## config.mk

```make
export PLATFORM = sky130hd
export DESIGN_NAME = reg_scoreboard
export DESIGN_NICKNAME = d
export VERILOG_FILES = /design/src/rtl/scb_pkg.sv /design/src/rtl/scb_counter.sv /design/src/rtl/reg_scoreboard.sv
export SDC_FILE = /design/constraint.sdc
export NUM_CORES = 1
export LEC_CHECK = 0
export CORE_ASPECT_RATIO = 0.6
export CORE_MARGIN = 5
export CORE_UTILIZATION = 40
export CTS_CLUSTER_DIAMETER = 80
export CTS_CLUSTER_SIZE = 40
export DETAILED_ROUTE_END_ITERATION = 6
export PLACE_DENSITY_LB_ADDON = 0.1
export SETUP_SLACK_MARGIN = 0.05
export SLEW_MARGIN = 20
export SYNTH_ARGS = -nofsm -noshare
export SYNTH_HDL_FRONTEND = slang
export SYNTH_HIERARCHICAL = 1
export SYNTH_SLANG_ARGS = --single-unit
```

## constraint.sdc

```tcl
create_clock -name clk -period 6.36 [get_ports clk]
set_clock_uncertainty 0.1 [all_clocks]
set_input_delay 1.272 -clock clk [delete_from_list [all_inputs] [get_ports clk]]
set_output_delay 1.272 -clock clk [all_outputs]
set_load 0.05 [all_outputs]
```

## src/rtl/scb_pkg.sv

```systemverilog
// scb_pkg: shared defaults and helpers for the register scoreboard.
//   DEF_NUM_REGS : default number of architectural registers tracked
//   DEF_MAX_PEND : default maximum in-flight writes per register
//   clog2        : ceiling log2, never returns less than 1
//   DEF_CNT_W    : pending-counter width for DEF_MAX_PEND
package scb_pkg;

    localparam int unsigned DEF_NUM_REGS = 32;
    localparam int unsigned DEF_MAX_PEND = 3;

    function automatic int unsigned clog2(input int unsigned value);
        int unsigned width;
        width = 1;
        while ((32'd1 << width) < value) begin
            width++;
        end
        return width;
    endfunction

    localparam int unsigned DEF_CNT_W = clog2(DEF_MAX_PEND + 1);

endpackage

```

## src/rtl/scb_counter.sv

```systemverilog
// scb_counter: one saturating up/down pending-write counter.
//   clk   in  : clock
//   reset in  : synchronous active-high reset, clears the counter
//   clear in  : flush, clears the counter (discards same-cycle inc/dec)
//   inc   in  : one write issued to this register
//   dec   in  : one write retired from this register
//   cnt   out : current pending count (registered)
module scb_counter
    import scb_pkg::*;
#(
    parameter int unsigned MAX_PEND = DEF_MAX_PEND,
    parameter int unsigned CNT_W    = DEF_CNT_W
) (
    input  logic             clk,
    input  logic             reset,
    input  logic             clear,
    input  logic             inc,
    input  logic             dec,
    output logic [CNT_W-1:0] cnt
);

    localparam logic [CNT_W-1:0] CNT_MAX = CNT_W'(MAX_PEND);

    logic [CNT_W-1:0] cnt_q;
    logic [CNT_W-1:0] cnt_d;

    // Simultaneous inc and dec cancel; both ends saturate.
    always_comb begin
        cnt_d = cnt_q;
        if (clear) begin
            cnt_d = '0;
        end else if (inc && !dec) begin
            if (cnt_q != CNT_MAX) cnt_d = cnt_q + 1'b1;
        end else if (dec && !inc) begin
            if (cnt_q != '0) cnt_d = cnt_q - 1'b1;
        end
    end

    always_ff @(posedge clk) begin
        if (reset) cnt_q <= '0;
        else       cnt_q <= cnt_d;
    end

    assign cnt = cnt_q;

endmodule

```

## src/rtl/reg_scoreboard.sv

```systemverilog
// reg_scoreboard: tracks in-flight register writes and gates instruction issue.
//   clk, reset            : clock, synchronous active-high reset
//   id_valid              : decode presents an instruction
//   id_src1/id_src2       : source register addresses
//   id_dst, id_dst_we     : destination address and write enable
//   id_ready              : instruction may issue this cycle (combinational)
//   wb_valid, wb_addr     : writeback retires one write
//   flush                 : discard all in-flight tracking
//   pend_vec              : per-register "counter nonzero" flags
//   inflight              : total outstanding writes
//   stall_cycles          : saturating count of stalled decode cycles
//   err_underflow         : sticky, retire seen with no pending write
// Optional feature: define SCB_RETIRE_BYPASS_EN to let a same-cycle retire of
// the last pending write clear the source hazard on that register.
module reg_scoreboard
    import scb_pkg::*;
#(
    parameter int unsigned NUM_REGS = DEF_NUM_REGS,
    parameter int unsigned MAX_PEND = DEF_MAX_PEND,
    parameter int unsigned ADDR_W   = clog2(NUM_REGS)
) (
    input  logic                clk,
    input  logic                reset,
    input  logic                id_valid,
    input  logic [ADDR_W-1:0]   id_src1,
    input  logic [ADDR_W-1:0]   id_src2,
    input  logic [ADDR_W-1:0]   id_dst,
    input  logic                id_dst_we,
    output logic                id_ready,
    input  logic                wb_valid,
    input  logic [ADDR_W-1:0]   wb_addr,
    input  logic                flush,
    output logic [NUM_REGS-1:0] pend_vec,
    output logic [7:0]          inflight,
    output logic [15:0]         stall_cycles,
    output logic                err_underflow
);

    localparam int unsigned      CNT_W   = clog2(MAX_PEND + 1);
    localparam logic [CNT_W-1:0] CNT_MAX = CNT_W'(MAX_PEND);
    localparam logic [CNT_W-1:0] CNT_ONE = CNT_W'(1);

    logic [NUM_REGS-1:0][CNT_W-1:0] cnt;
    logic [NUM_REGS-1:0]            issue_vec;
    logic [NUM_REGS-1:0]            retire_vec;

    logic [CNT_W-1:0] src1_cnt, src2_cnt, dst_cnt, wb_cnt;
    logic             dst_hit, wb_hit;
    logic             byp1, byp2, haz1, haz2, waw;
    logic             do_issue, do_retire, same_reg;

    logic [7:0]  inflight_q, inflight_d;
    logic [15:0] stall_q, stall_d;
    logic        err_q, err_d;

    // Register 0 is never tracked; only indices 1..NUM_REGS-1 have counters.
    assign cnt[0] = '0;

    for (genvar g = 1; g < NUM_REGS; g++) begin : g_cnt
        scb_counter #(
            .MAX_PEND (MAX_PEND),
            .CNT_W    (CNT_W)
        ) u_cnt (
            .clk   (clk),
            .reset (reset),
            .clear (flush),
            .inc   (issue_vec[g]),
            .dec   (retire_vec[g]),
            .cnt   (cnt[g])
        );
    end

    // Address lookups; out-of-range or zero addresses read as count 0 / no hit.
    always_comb begin
        src1_cnt = '0;
        src2_cnt = '0;
        dst_cnt  = '0;
        wb_cnt   = '0;
        dst_hit  = 1'b0;
        wb_hit   = 1'b0;
        for (int unsigned i = 1; i < NUM_REGS; i++) begin
            if (id_src1 == ADDR_W'(i)) src1_cnt = cnt[i];
            if (id_src2 == ADDR_W'(i)) src2_cnt = cnt[i];
            if (id_dst == ADDR_W'(i)) begin
                dst_cnt = cnt[i];
                dst_hit = 1'b1;
            end
            if (wb_addr == ADDR_W'(i)) begin
                wb_cnt = cnt[i];
                wb_hit = 1'b1;
            end
        end
    end

    always_comb begin
`ifdef SCB_RETIRE_BYPASS_EN
        byp1 = wb_valid && (wb_addr == id_src1) && (src1_cnt == CNT_ONE);
        byp2 = wb_valid && (wb_addr == id_src2) && (src2_cnt == CNT_ONE);
`else
        byp1 = 1'b0;
        byp2 = 1'b0;
`endif
        haz1      = (src1_cnt != '0) && !byp1;
        haz2      = (src2_cnt != '0) && !byp2;
        waw       = id_dst_we && dst_hit && (dst_cnt == CNT_MAX);
        id_ready  = !(haz1 || haz2 || waw) && !flush;
        do_issue  = id_valid && id_ready && id_dst_we && dst_hit;
        do_retire = wb_valid && wb_hit && !flush;
        same_reg  = do_issue && do_retire && (id_dst == wb_addr);
    end

    always_comb begin
        issue_vec  = '0;
        retire_vec = '0;
        pend_vec   = '0;
        for (int unsigned i = 1; i < NUM_REGS; i++) begin
            issue_vec[i]  = do_issue && (id_dst == ADDR_W'(i));
            retire_vec[i] = do_retire && (wb_addr == ADDR_W'(i));
            pend_vec[i]   = (cnt[i] != '0);
        end
    end

    // inflight mirrors the counters: a same-register issue/retire pair nets
    // zero, and a retire against an empty counter changes nothing but err.
    always_comb begin
        inflight_d = inflight_q;
        if (flush) begin
            inflight_d = '0;
        end else begin
            if (do_issue && !same_reg)
                inflight_d = inflight_d + 8'd1;
            if (do_retire && !same_reg && (wb_cnt != '0))
                inflight_d = inflight_d - 8'd1;
        end
        err_d   = err_q || (do_retire && !same_reg && (wb_cnt == '0));
        stall_d = stall_q;
        if (id_valid && !id_ready && (stall_q != '1))
            stall_d = stall_q + 16'd1;
    end

    always_ff @(posedge clk) begin
        if (reset) begin
            inflight_q <= '0;
            stall_q    <= '0;
            err_q      <= 1'b0;
        end else begin
            inflight_q <= inflight_d;
            stall_q    <= stall_d;
            err_q      <= err_d;
        end
    end

    assign inflight      = inflight_q;
    assign stall_cycles  = stall_q;
    assign err_underflow = err_q;

endmodule

```

# After elaboration in Yosys (flattened, before gate mapping)
# Cells that the tools add are included.
word_totals:
  in_bits: 26
  output_inout_bits: 58
  ff_bits: 87
classes:
  reduce_logical: 338
  n_mux: 313
  eq_ne: 189
  addsub: 65
ops:
  columns: ["op", "n"]
  rows:
  - ["two-way mux 2 bit", 248]
  - ["== test 5 bit, second input constant", 64]
  - ["nonzero test 2 bit", 96]
  - ["== test 5 x 4 -> 1 bit, second input constant", 32]
  - ["logical AND 1 bit", 140]
  - ["inequality test 2 bit, second input constant", 62]
  - ["AND reduction 3 bit", 31]
  - ["== test 5 x 3 -> 1 bit, second input constant", 16]
  - ["logical NOT 1 bit", 66]
  - ["adder 2 x 1 -> 2 bit, second input constant", 31]
  - ["two-way mux 1 bit", 62]
  - ["subtractor 2 x 1 -> 2 bit, second input constant", 31]
  - ["== test 5 x 2 -> 1 bit, second input constant", 8]
  - ["two-way mux 8 bit", 3]
  - ["== test 5 x 1 -> 1 bit, second input constant", 4]
  - ["adder 16 x 1 -> 16 bit, second input constant", 1]
  - ["inequality test 16 bit, second input constant", 1]
  - ["adder 8 x 1 -> 8 bit, second input constant", 1]
  - ["subtractor 8 x 1 -> 8 bit, second input constant", 1]
  - ["== test 5 bit", 1]
  - ["logical OR 1 bit", 3]
  - ["== test 2 bit, second input constant", 1]
  - ["logical NOT 2 bit", 1]
  - ["OR reduction 2 bit", 1]

# Logic depth before layout (Yosys ltp)
depth:
  ltp_word: 48
  depth_mapped: 19
  depth_no_buf: 13

# Cells and area by module
# Netlist, hierarchy kept.
modules_own_cells:
  columns: ["module", "cells_per_inst", "area_each_um2", "instances", "seq_area_each_um2"]
  rows:
  - ["reg_scoreboard", 870, 5769.3, 1, 500.5]
  - ["scb_counter", 12, 116.4, 31, 40.0]

# Worst setup path after synthesis
# Ideal clock, no wire load.
synth_path:
  path_type: "input to output"
  startpoint: "in id_src2[1]"
  endpoint: "out id_ready"
  t_required_ps: 4988
  arrival_ps: 3490
  n_path_buf: 3
  stages: 8
  setup_slack_ps: 1498
  cell_sequence: "buf_2 > buf_4 > buf_6 > o41ai_1 > a221oi_1 > o311ai_0 > nand4_2 > nor2_1"
synth_between:
  elab_chain_len: 37
synth_lines:
  columns: ["item", "line_no", "source"]
  rows:
  - ["start: declaration", "reg_scoreboard.sv:26", "input logic [ADDR_W-1:0] id_src2,"]
  - ["== test 5 x 1 -> 1 bit", "reg_scoreboard.sv:83", "if (id_src2 == ADDR_W'(i)) src2_cnt = cnt[i];"]
  - ["two-way mux 2 bit (30 in a row)", "reg_scoreboard.sv:83", null]
  - ["two-way mux 2 bit (*)", "reg_scoreboard.sv:83", null]
  - ["nonzero test 2 bit (*)", "reg_scoreboard.sv:104", "haz2 = (src2_cnt != '0) && !byp2;"]
  - ["logical OR 1 bit (*) (2 in a row)", "reg_scoreboard.sv:106", "id_ready = !(haz1 || haz2 || waw) && !flush;"]
  - ["logical NOT 1 bit (*)", "reg_scoreboard.sv:106", null]
  - ["logical AND 1 bit (*)", "reg_scoreboard.sv:106", null]
  - ["end: declaration", "reg_scoreboard.sv:29", "output logic id_ready,"]
# Every way passes the cells marked *; elsewhere a longest branch is shown, timed or not.

# Worst setup path in the final report
layout_path:
  startpoint: "in id_src2[0]"
  endpoint: "reg g_cnt[7].u_cnt.cnt_q[0]"
layout_between:
  elab_chain_len: 45
layout_lines:
  columns: ["item", "line_no", "source"]
  rows:
  - ["== test 5 x 1 -> 1 bit", "reg_scoreboard.sv:83", null]
  - ["two-way mux 2 bit (30 in a row)", "reg_scoreboard.sv:83", null]
  - ["two-way mux 2 bit (*)", "reg_scoreboard.sv:83", null]
  - ["nonzero test 2 bit (*)", "reg_scoreboard.sv:104", null]
  - ["logical OR 1 bit (*) (2 in a row)", "reg_scoreboard.sv:106", null]
  - ["logical NOT 1 bit (*)", "reg_scoreboard.sv:106", null]
  - ["logical AND 1 bit (*)", "reg_scoreboard.sv:106", null]
  - ["logical AND 1 bit (*) (3 in a row)", "reg_scoreboard.sv:107", "do_issue = id_valid && id_ready && id_dst_we && dst_hit;"]
  - ["logical AND 1 bit (*)", "reg_scoreboard.sv:117", "issue_vec[i] = do_issue && (id_dst == ADDR_W'(i));"]
  - ["via issue_vec[7]", "reg_scoreboard.sv:44", "logic [NUM_REGS-1:0] issue_vec;"]
  - ["logical NOT 1 bit", "scb_counter.sv:34", "end else if (dec && !inc) begin"]
  - ["logical AND 1 bit", "scb_counter.sv:34", null]
  - ["nonzero test 2 bit (no line)", null, null]
  - ["AND reduction 3 bit (no line)", null, null]
  - ["end signal: assignment", "scb_counter.sv:41", "else cnt_q <= cnt_d;"]
  - ["end: declaration", "scb_counter.sv:24", "logic [CNT_W-1:0] cnt_q;"]
# Mark *: on every way through the listed nets, which the timed path passes. The rest lies on a longest branch.
# A chain may end at the register's enable or synchronous reset.

==> impl_metrics.csv <==
group,metric,value,unit
status,outcome,"finished clean",
floorplanning,num_rows,43,
drt,wl_met3,4.93,mm
drt,drt-total-wl,39.6,mm
global_routing,grt_pass1_wl,58.8,mm
timing,timing.fmax,168,MHz
setup_path,max_stage_delay,0.79,ns
synthesis,synth_fp_nets,1302,
synthesis,synth.yosys.warnings,6,
setup_path,worstSetupStartpointType,"input pin",
timing,setup_violations,0,
global_routing,overflow,0,
setup_path,cp.required,6.53,ns
drt,drc,0,
setup_path,path_common_cell,"buf_4",
timing,setup_tns,0,ns
timing,layout_setup_ws,0.412,ns
clock_tree,root_buffer,"clkbuf_16",
min_path,hp-class,"reg -> reg",
clock_tree,cts_buffers,9,
floorplanning,die_y,129,um
clock_tree,clock_sink_count,87,
clock_tree,hold_buffers,0,
synthesis,synth-edff-count,0,
clock_tree,clk_path_buf_depth,2,
place,hpwl,29.7,mm
global_routing,grt_start_max_net_pins,46,
place,pre_cts_ws,0.323,ns
floorplanning,initial_core_util,40.6,%
power,irDropWorstVdd,0.000131,V
timing,tightest_slew,0.875,ns
drt,drt_iter0_drc,1616,
place,gp_congestion,1.00,
clock_tree,clkTransAtPathRegs,0.08,ns
global_routing,grt_use_total,28.5,%
floorplanning,core_area,0.0231,sq mm
timing,rsz0062_at_grt,"false",
floorplanning,die-area,0.0267,sq mm
synthesis,synth_area,0.00938,sq mm
setup_path,rr_worst_depth,13,
floorplanning,die_width,208,um
layout,num_antenna_cells,0,
synthesis,synthArstFlopShare,0,%
layout,nFillCells,2295,
setup_path,r2r-start,"g_cnt[13].u_cnt/cnt[1]$_SDFFE_PP0P_",
power,p_leak,0.00383,uW
clock_tree,clk_latency,0.37,ns
place,dp_cells,1610,
drt,route.met2.wl,14.7,mm
drt,post_drt_wl_per_cell,24.4,um
setup_path,r2r_end,"g_cnt[7].u_cnt/cnt[0]$_SDFFE_PP0P_",
setup_path,critPathCaptureType,"register",
layout,final_cells,1626,
setup_path,cp_max_fo,39,
global_routing,grt_antenna_before_repair,0,
synthesis,ys_seq_area_share,18.6,%
drt,firstDrtPassIters,6,
synthesis,synth_top_flop_cell,"dfxtp_1",
drt,top_layer_used,"met4",
global_routing,grt_pass1_vias,9214,
clock_tree,cts.repair.resized,0,
drt,wl_met1,19.2,mm
timing,drv_slew,0,
timing,slew_headroom,40.9,%
layout,multi_input_area,0.00691,sq mm
synthesis,yosys_register_bits,87,
setup_path,crit_type,"in -> reg",
setup_path,critPathCapture,"g_cnt[7].u_cnt/cnt[0]$_SDFFE_PP0P_",
layout,seq_area,0.00174,sq mm
layout,layout-drive-gt1-share,14.0,%
setup_path,slowest_stage,"o311ai_0",
drt,drtAntennaViolNets,0,
synthesis,syn_inst,1242,
power,powerDensity,132,mW/mm^2
clock_tree,postCtsSetupRepairBufs,0,
timing,min_period_over_period,93.5,%
drt,num_vias,10300,
setup_path,path_cells,"clkdlybuf4s50_1, buf_12, inv_1, and3_1, o41ai_1, a221oi_1, o311ai_0, nand4_2, or3_1, buf_4, nor3_1, buf_4, ha_1, o21bai_1, a2111oi_2",
timing,hold_viol_final,0,
job,cap_viol_max_count,0,
layout,syn_to_final_growth,15.6,%
drt,via_per_inst,6.35,
synthesis,syn_avg_cell_area,7.55,sq um
setup_path,worst-endpoint-arrival,6.12,ns
setup_path,critPathLaunch,"id_src2[0]",
clock_tree,cts_tree,"built",
synthesis,synthDistinctLibCells,94,
timing,timing.final.crit_period,5.95,ns
place,io_buffers,82,
layout,fin_nets,1366,
clock_tree,htree_levels,3,
floorplanning,pin_count,84,
setup_path,reg2reg_slack,1.61,ns
-- placed cells by master, fill, tap and decap left out, types with 13 or more instances in the layout --
cell	n
nor2_1	118
o21ai_0	104
inv_1	88
dfxtp_1	87
a211oi_1	84
clkdlybuf4s50_1	76
nand2_1	67
a21oi_1	47
buf_4	44
nor3_1	34
ha_1	34
o21bai_1	32
a2111oi_2	32
nand2b_1	31
and2b_2	31
nor2b_1	29
or2_2	28
nand3_1	21
mux2i_1	17
o22ai_1	17
xor2_1	15
nor4_1	13
and3_1	13
-- per-layer routing --
layer / up-vias / GRT usage [%]
met4: 0 / 5.79
met5: - / 0
met3: 56 / 9.67
li1: 4778 / -
met1: 4884 / 43.9
met2: 608 / 37.7
-- state kept, by name (all words and copies together), names as in the netlist --
name	count
err_underflow	1
stall_cycles	16
g_cnt.u_cnt/cnt	62
inflight	8
-- report_power, final --
group / internal, uW / switching [uW]
clock network: 268 / 261
registers: 549 / 5.77
logic: 119 / 229
total: 935 / 496
-- cell usage after synthesis (all sizes together), types with 21 or more instances --
cell type  number  area, sq um
ha             34          425
nor2b          29          181
buf            44          282
inv            88          330
o21ai         104          521
nand2b         31          194
nor2          118          443
and2b          32          279
o21bai         32          240
nor3           34          170
a211oi         85          651
a21oi          47          235
dfxtp          87         1740
a2111oi        38          533
nand3          21          105
nand2          68          263
or2            29          181
clkbuf         30          113
-- through the flow --
stage	utilization, %	power [uW]	hold WS, ns	cell area (sq um)
6_report	47.0	1430	0.394	10800
4_1_cts	47.0	1430	0.398	10800
2_1_floorplan	-	781	0.381	9380
3_3_place_gp	45.8	905	0.364	10600
5_1_grt	47.0	1490	0.428	10800
3_5_place_dp	45.8	903	0.383	10600
-- cell type report --
type	count	area share [%]
Inverter	89	3.08
Tap cell	315	3.64
Clock buffer	10	2.11
Timing Repair Buffer	127	10.9
Clock inverter	6	0.427
Multi-Input combinational cell	992	63.7
Sequential cell	87	16.1
-- logic make-up after synthesis --
| family | Yosys count | synth area share (%) |
|---|---|---|
| AOI/OAI and AO/OA | 440 | 35.2 |
| xor gates and xnor gates | 26 | 2.43 |
| adders and majority gates | 34 | 4.54 |
| buffers and inverters | 163 | 7.77 |
| DFF | 87 | 18.6 |
| muxes | 30 | 4.06 |
| other | 1 | 0.0400 |
| and+or+nand+nor | 461 | 27.4 |
-- worst max-delay path, delay by kind of cell --
kind | cells | cell delay (ns)
compound gates | 5 | 1.71
buf+inv | 5 | 1.41
fa+ha+maj | 1 | 0.25
simple gates | 4 | 1.41
-- worst min-delay path by stage --
stage	slack, ns	startpoint	cells past startpoint	endpoint
after detailed placement	0.38	err_underflow$_SDFF_PP0_	2	err_underflow$_SDFF_PP0_
after CTS	0.40	err_underflow$_SDFF_PP0_	2	err_underflow$_SDFF_PP0_
after global routing	0.43	err_underflow$_SDFF_PP0_	2	err_underflow$_SDFF_PP0_
after floorplan	0.38	g_cnt[31].u_cnt/cnt[0]$_SDFFE_PP0P_	2	g_cnt[31].u_cnt/cnt[1]$_SDFFE_PP0P_
final	0.39	err_underflow$_SDFF_PP0_	2	err_underflow$_SDFF_PP0_
after global placement	0.36	err_underflow$_SDFF_PP0_	2	err_underflow$_SDFF_PP0_
(Power assumes the default switching activity.)
